--- src/rtl/spike_rate_counter.sv ---
// spike_rate_counter
//
// Turns the motoneuron pool's spike level into spike counts. Each rising
// edge of spike_in counts once. Edges are added up over a programmable
// window of clk cycles. When the window ends, the count is published with a
// one-cycle strobe. A saturating running total is kept alongside.
//
// Optional feature: define SPIKE_ISI_EN to add an inter-spike-interval
// measurement on the isi_out / isi_valid ports.
//
// Parameters:
//   CW  width of the window accumulator, spike_count_out and total_spikes
//   LW  width of window_len and the window timer (and isi_out)
//
// Ports:
//   clk              block clock (the spike source runs on it too)
//   reset_sim_n      asynchronous active-low reset
//   spike_in         spike level, synchronous to clk
//   window_len       window length in clk cycles; 0 disables windowing
//   clear            synchronous clear of accumulator, timer and total
//   spike_edge       one-cycle pulse per detected spike (registered)
//   spike_count_out  spike count of the last completed window
//   count_valid      one-cycle strobe when spike_count_out updates
//   total_spikes     cumulative saturating spike count
//   isi_out          (SPIKE_ISI_EN) cycles between the last two spikes
//   isi_valid        (SPIKE_ISI_EN) one-cycle strobe when isi_out updates
module spike_rate_counter #(
  parameter int CW = 32,
  parameter int LW = 32
) (
  input  logic          clk,
  input  logic          reset_sim_n,
  input  logic          spike_in,
  input  logic [LW-1:0] window_len,
  input  logic          clear,
  output logic          spike_edge,
  output logic [CW-1:0] spike_count_out,
  output logic          count_valid,
`ifdef SPIKE_ISI_EN
  output logic [LW-1:0] isi_out,
  output logic          isi_valid,
`endif
  output logic [CW-1:0] total_spikes
);

  typedef enum logic {IDLE, RUN} state_t;

  localparam logic [CW-1:0] CW_MAX = {CW{1'b1}};

  state_t        state_reg;
  logic          spike_d_reg;
  logic [CW-1:0] acc_reg;
  logic [LW-1:0] timer_reg;

  logic          spike_rise;
  logic [CW-1:0] acc_next;
  logic [CW-1:0] total_next;
  logic          window_close;

  // spike_d is 0 after reset, so a spike_in already high at release gives
  // one edge on the first evaluated cycle.
  assign spike_rise = spike_in & ~spike_d_reg;

  // Saturating increments: once at the maximum, further edges are ignored.
  assign acc_next   = (acc_reg == CW_MAX) ? acc_reg : acc_reg + CW'(spike_rise);
  assign total_next = (total_spikes == CW_MAX) ? total_spikes
                                               : total_spikes + CW'(spike_rise);

  // Compared against the live window_len, so shortening the window below
  // the elapsed time closes it on the current cycle. Only used in RUN, where
  // window_len is nonzero, so the subtraction cannot wrap.
  assign window_close = (timer_reg >= window_len - LW'(1));

  always_ff @(posedge clk or negedge reset_sim_n) begin
    if (!reset_sim_n) begin
      state_reg       <= IDLE;
      spike_d_reg     <= 1'b0;
      acc_reg         <= '0;
      timer_reg       <= '0;
      spike_edge      <= 1'b0;
      spike_count_out <= '0;
      count_valid     <= 1'b0;
      total_spikes    <= '0;
    end else begin
      spike_d_reg <= spike_in;
      spike_edge  <= spike_rise;
      count_valid <= 1'b0;
      // Mode follows window_len directly: a nonzero length starts a window
      // next cycle with timer 0, a zero length drops the partial window.
      state_reg   <= (window_len == '0) ? IDLE : RUN;

      if (clear) begin
        // Clear wins over window close and counting; the edge of this
        // cycle is dropped and the last published count is kept.
        acc_reg      <= '0;
        timer_reg    <= '0;
        total_spikes <= '0;
      end else begin
        total_spikes <= total_next;
        case (state_reg)
          IDLE: begin
            acc_reg   <= '0;
            timer_reg <= '0;
          end
          RUN: begin
            if (window_len == '0) begin
              acc_reg   <= '0;
              timer_reg <= '0;
            end else if (window_close) begin
              // An edge on the closing cycle belongs to the closing window.
              spike_count_out <= acc_next;
              count_valid     <= 1'b1;
              acc_reg         <= '0;
              timer_reg       <= '0;
            end else begin
              acc_reg   <= acc_next;
              timer_reg <= timer_reg + LW'(1);
            end
          end
          default: begin
            acc_reg   <= '0;
            timer_reg <= '0;
          end
        endcase
      end
    end
  end

`ifdef SPIKE_ISI_EN
  localparam logic [LW-1:0] LW_MAX = {LW{1'b1}};

  logic [LW-1:0] isi_cnt_reg;
  logic          isi_armed_reg;

  // The interval counter restarts at 1 on each edge, so on the next edge it
  // holds the number of cycles between the two edges. The first edge after
  // reset or clear has no predecessor and only arms the measurement.
  always_ff @(posedge clk or negedge reset_sim_n) begin
    if (!reset_sim_n) begin
      isi_cnt_reg   <= '0;
      isi_armed_reg <= 1'b0;
      isi_out       <= '0;
      isi_valid     <= 1'b0;
    end else if (clear) begin
      isi_cnt_reg   <= '0;
      isi_armed_reg <= 1'b0;
      isi_out       <= '0;
      isi_valid     <= 1'b0;
    end else if (spike_rise) begin
      isi_cnt_reg   <= LW'(1);
      isi_armed_reg <= 1'b1;
      isi_valid     <= isi_armed_reg;
      if (isi_armed_reg) begin
        isi_out <= isi_cnt_reg;
      end
    end else begin
      isi_valid <= 1'b0;
      if (isi_cnt_reg != LW_MAX) begin
        isi_cnt_reg <= isi_cnt_reg + LW'(1);
      end
    end
  end
`endif

endmodule
--- config.mk ---
export PLATFORM = sky130hd
export DESIGN_NAME = spike_rate_counter
export DESIGN_NICKNAME = d
export VERILOG_FILES = /design/src/rtl/spike_rate_counter.sv
export SDC_FILE = /design/constraint.sdc
export NUM_CORES = 1
export LEC_CHECK = 0
export ABC_AREA = 0
export BUFFER_PORTS_ARGS = -buffer_cell sky130_fd_sc_hd__buf_2
export CAP_MARGIN = 0
export CELL_PAD_IN_SITES_DETAIL_PLACEMENT = 0
export CELL_PAD_IN_SITES_GLOBAL_PLACEMENT = 1
export CORE_ASPECT_RATIO = 0.7
export CORE_MARGIN = 3
export CORE_UTILIZATION = 35
export CTS_CLUSTER_SIZE = 25
export DETAILED_ROUTE_END_ITERATION = 8
export GPL_ROUTABILITY_DRIVEN = 0
export PLACE_DENSITY_LB_ADDON = 0.1
export REMOVE_ABC_BUFFERS = 1
export SYNTH_ARGS = -nofsm -noshare
export SYNTH_HDL_FRONTEND = slang
export SYNTH_SLANG_ARGS = --single-unit
export TNS_END_PERCENT = 100
--- constraint.sdc ---
create_clock -name clk -period 2.78 [get_ports clk]
set_clock_uncertainty 0.1 [all_clocks]
set_input_delay 0.278 -clock clk [delete_from_list [all_inputs] [get_ports clk]]
set_output_delay 0.278 -clock clk [all_outputs]
set_load 0.01 [all_outputs]
==> results.sh <==
export IMPL_status="finished with violations"
export IMPL_violations="setup timing"
export IMPL_area_delta_synth_final_pct=38.9
export IMPL_cts_clk_slew_worst_paths_ns=0.05
export IMPL_r2r_start="timer_reg[0]"
export IMPL_period_needed_ns=3.47
export IMPL_dr_pass1_iters=4
export IMPL_fmax_mhz=288
export IMPL_critical_path_slowest_cell="or4_4"
export IMPL_synth_compound_area_share_pct=4.60
export IMPL_p_leak_nw=4.78
export IMPL_ir_worst_vdd_mv=0.399
export IMPL_die_width_microns=181
export IMPL_worstMarginPinSlew_ns=0.685
export IMPL_grt_pass1_wl_mm=33.1
export IMPL_fin_area_sq_mm=0.0104
export IMPL_dpl_cell_area_sq_mm=0.00887
export IMPL_grt_remaining_overflow=0
export IMPL_hp_class="input port to flip-flop"
export IMPL_powerDensity_mw_per_mm2=429
export IMPL_clockRootBuffer="clkbuf_16"
export IMPL_wl_met1_mm=10.3
export IMPL_ys_warn_count=0
export IMPL_async_flop_share_pct=100
export IMPL_wl_met3_microns=966
export IMPL_wire_per_inst_microns=15.9
export IMPL_worst_setup_path_type="input port to flip-flop"
export IMPL_synth_xor_area_share_pct=12.7
export IMPL_viasPerCell=4.95
export IMPL_path_cells="buf_6, or4_4, nand2b_4, or3_4, or3_4, xor2_2, ha_4, nand4_1, buf_4, nor3_1, o2bb2ai_1, nor2_2, a21o_4, clkbuf_16, mux2i_1"
export IMPL_worstSetupStartpointType="input port"
export IMPL_fill_cells=1926
export IMPL_hold_path_startpoint="spike_in"
export IMPL_hold_viol=0
export IMPL_synth_area_sq_mm=0.00747
export IMPL_end_kind="flip-flop"
export IMPL_slew_violations=0
export IMPL_io_buffers=101
export IMPL_cap_viol_max_count=0
export IMPL_yosys_area_share_simple_pct=23.1
export IMPL_setup_violations=97
export IMPL_clk_latency_ns=0.42
export IMPL_synth_top_family_by_area="simple AND/OR/NAND/NOR gates"
export IMPL_drc=0
export IMPL_syn_mean_instance_area_sq_um=9.54
export IMPL_fin_crit_sh_pct=125
export IMPL_diodes=0
export IMPL_critPathMostFrequentCell="or3_4"
export IMPL_synth_top_cell_by_area="dfrtp_1"
export IMPL_antenna_left=0
export IMPL_path_max_fanout=7
export IMPL_crit_start="window_len[19]"
export IMPL_yosys_register_bits=132
export IMPL_worstPathRequired_ns=2.96
export IMPL_cts_sinks=132
export IMPL_cts_tree="done"
export IMPL_cts_path_max_buffers=2
export IMPL_yosysTopAreaCellShare_pct=44.2
export IMPL_antenna_found_initial=0
export IMPL_ys_flop_type="dfrtp_1"
export IMPL_htree_levels=4
export IMPL_yosys_top_cells_area="dfrtp_1 44%, xnor2_1 6.7%, ha_1 6.5%"
export IMPL_highest_layer="met4"
export IMPL_grt_total_usage_pct=17.8
export IMPL_grt_max_degree=53
export IMPL_dp_cells=1223
export IMPL_pin_count=102
export IMPL_grt_pass1_vias=6452
export IMPL_die_area_sq_mm=0.0232
export IMPL_core_sq_mm=0.0209
export IMPL_max_stage_delay_ns=0.53
export IMPL_cts_buffers=17
export IMPL_synth_common_cells="132 x dfrtp_1, 126 x nor2_1, 57 x xnor2_1"
export IMPL_arrival_ns=3.65
export IMPL_synthMuxAreaShare_pct=4.44
export IMPL_synth_edff_count=0
export IMPL_synth_most_common_cell="dfrtp_1"
export IMPL_fin_ws_ns=-0.690
export IMPL_rsz0062_at_grt="yes"
export IMPL_final_util_pct=49.7
export IMPL_yosys_area_share_adder_pct=6.53
export IMPL_finalNonFillerCells=1278
export IMPL_start_util_pct=35.8
export IMPL_max_slew_margin_rel_pct=53.9
export IMPL_drive_above_1_share_pct=32.3
export IMPL_nets=1066
export IMPL_yosys_cell_types_count=47
export IMPL_yosysSeqAreaShare_pct=44.2
export IMPL_drtIter0Drc=331
export IMPL_wl_met2_mm=9.01
export IMPL_die_h_microns=128
export IMPL_hpwl_mm=14.4
export IMPL_routed_wl_mm=20.4
export IMPL_synth_cells=783
export IMPL_rows=44
export IMPL_vias=6329
export IMPL_whs_ns=0.101
## path summary, 6_finish.rpt
kind / end / slack [ns] / cells after the start
setup / recovery: spike_count_out[6] / -0.69 / 15
hold / removal: spike_edge / 0.10 / 2
setup reg to reg: spike_count_out[2] / -0.01 / 10
hold reg to reg: spike_edge / 0.37 / 1
max in group asynchronous: acc_reg[17] / 1.52 / 3
min in group asynchronous: total_spikes[15] / 0.26 / 2
## stage by stage
step           setup TNS, ns  total power [mW]  worst slack (ns)
3_5_place_dp         -121.55              2.25             -1.32
4_1_cts               -56.72              4.49            -0.633
5_1_grt               -66.73              4.63            -0.729
3_3_place_gp         -114.41              2.24             -1.22
6_report              -60.73              4.46            -0.690
2_1_floorplan        -123.77              2.06             -1.70
## kinds of logic (layout without fill, tap and decap cells)
| kind of cell | Yosys count | after routing |
|---|---|---|
| AO/OA/AOI/OAI | 53 | 53 |
| XOR/XNOR | 108 | 108 |
| adder cells (fa/ha/maj) | 39 | 39 |
| AND/OR/NAND/NOR | 350 | 350 |
| multiplexers | 33 | 33 |
| buffers and inverters | 68 | 287 |
| flip-flops | 132 | 132 |
## critical path, delay by kind of cell
kind | cells | cell delay [ns]
mux | 1 | 0.11
buf+inv | 3 | 0.46
fa+ha+maj | 1 | 0.27
simple gates | 7 | 1.80
xor+xnor | 1 | 0.16
compound gates | 2 | 0.55
## cell usage in the layout, fill, tap and decap left out, types with 31 or more instances in the layout
cell type,n
buf_2,98
buf_4,80
dfrtp_1,132
ha_1,38
inv_1,49
mux2i_1,31
nand2_1,51
nand3_1,36
nand4_1,31
nor2_1,69
nor2_4,34
xnor2_1,57
xor2_1,49
## routing by layer
metal | vias up | global-route usage (%)
li1 | 3101 | -
met1 | 3084 | 25.6
met2 | 132 | 27.4
met3 | 12 | 4.25
met4 | 0 | 3.83
met5 | - | 0
## repair_timing
item,in CTS,in global routing
hold buffers,2,0
gates cloned,8,2
endpoints found under the hold margin,49,0
endpoints found under the setup margin,97,97
resized for setup,77,59
setup buffers,9,4
pin swaps,44,10
## power breakdown
group          leakage [nW]  internal (mW)  switching, mW
combinational          2.84          0.173          0.195
sequential             1.67           1.93        0.00857
clock                 0.270           1.31          0.838
total                  4.78           3.42           1.04
## cell type report
class	count	area, sq um	share of cell area [%]
multi-input cells	583	4330	41.7
clock buffers	22	484	4.66
repair buffers	207	1650	15.9
flip-flops and latches	132	3300	31.8
well taps	276	345	3.33
inverters	50	190	1.83
clock inverters	8	76.3	0.735
Power figures use the tool's default switching activity.
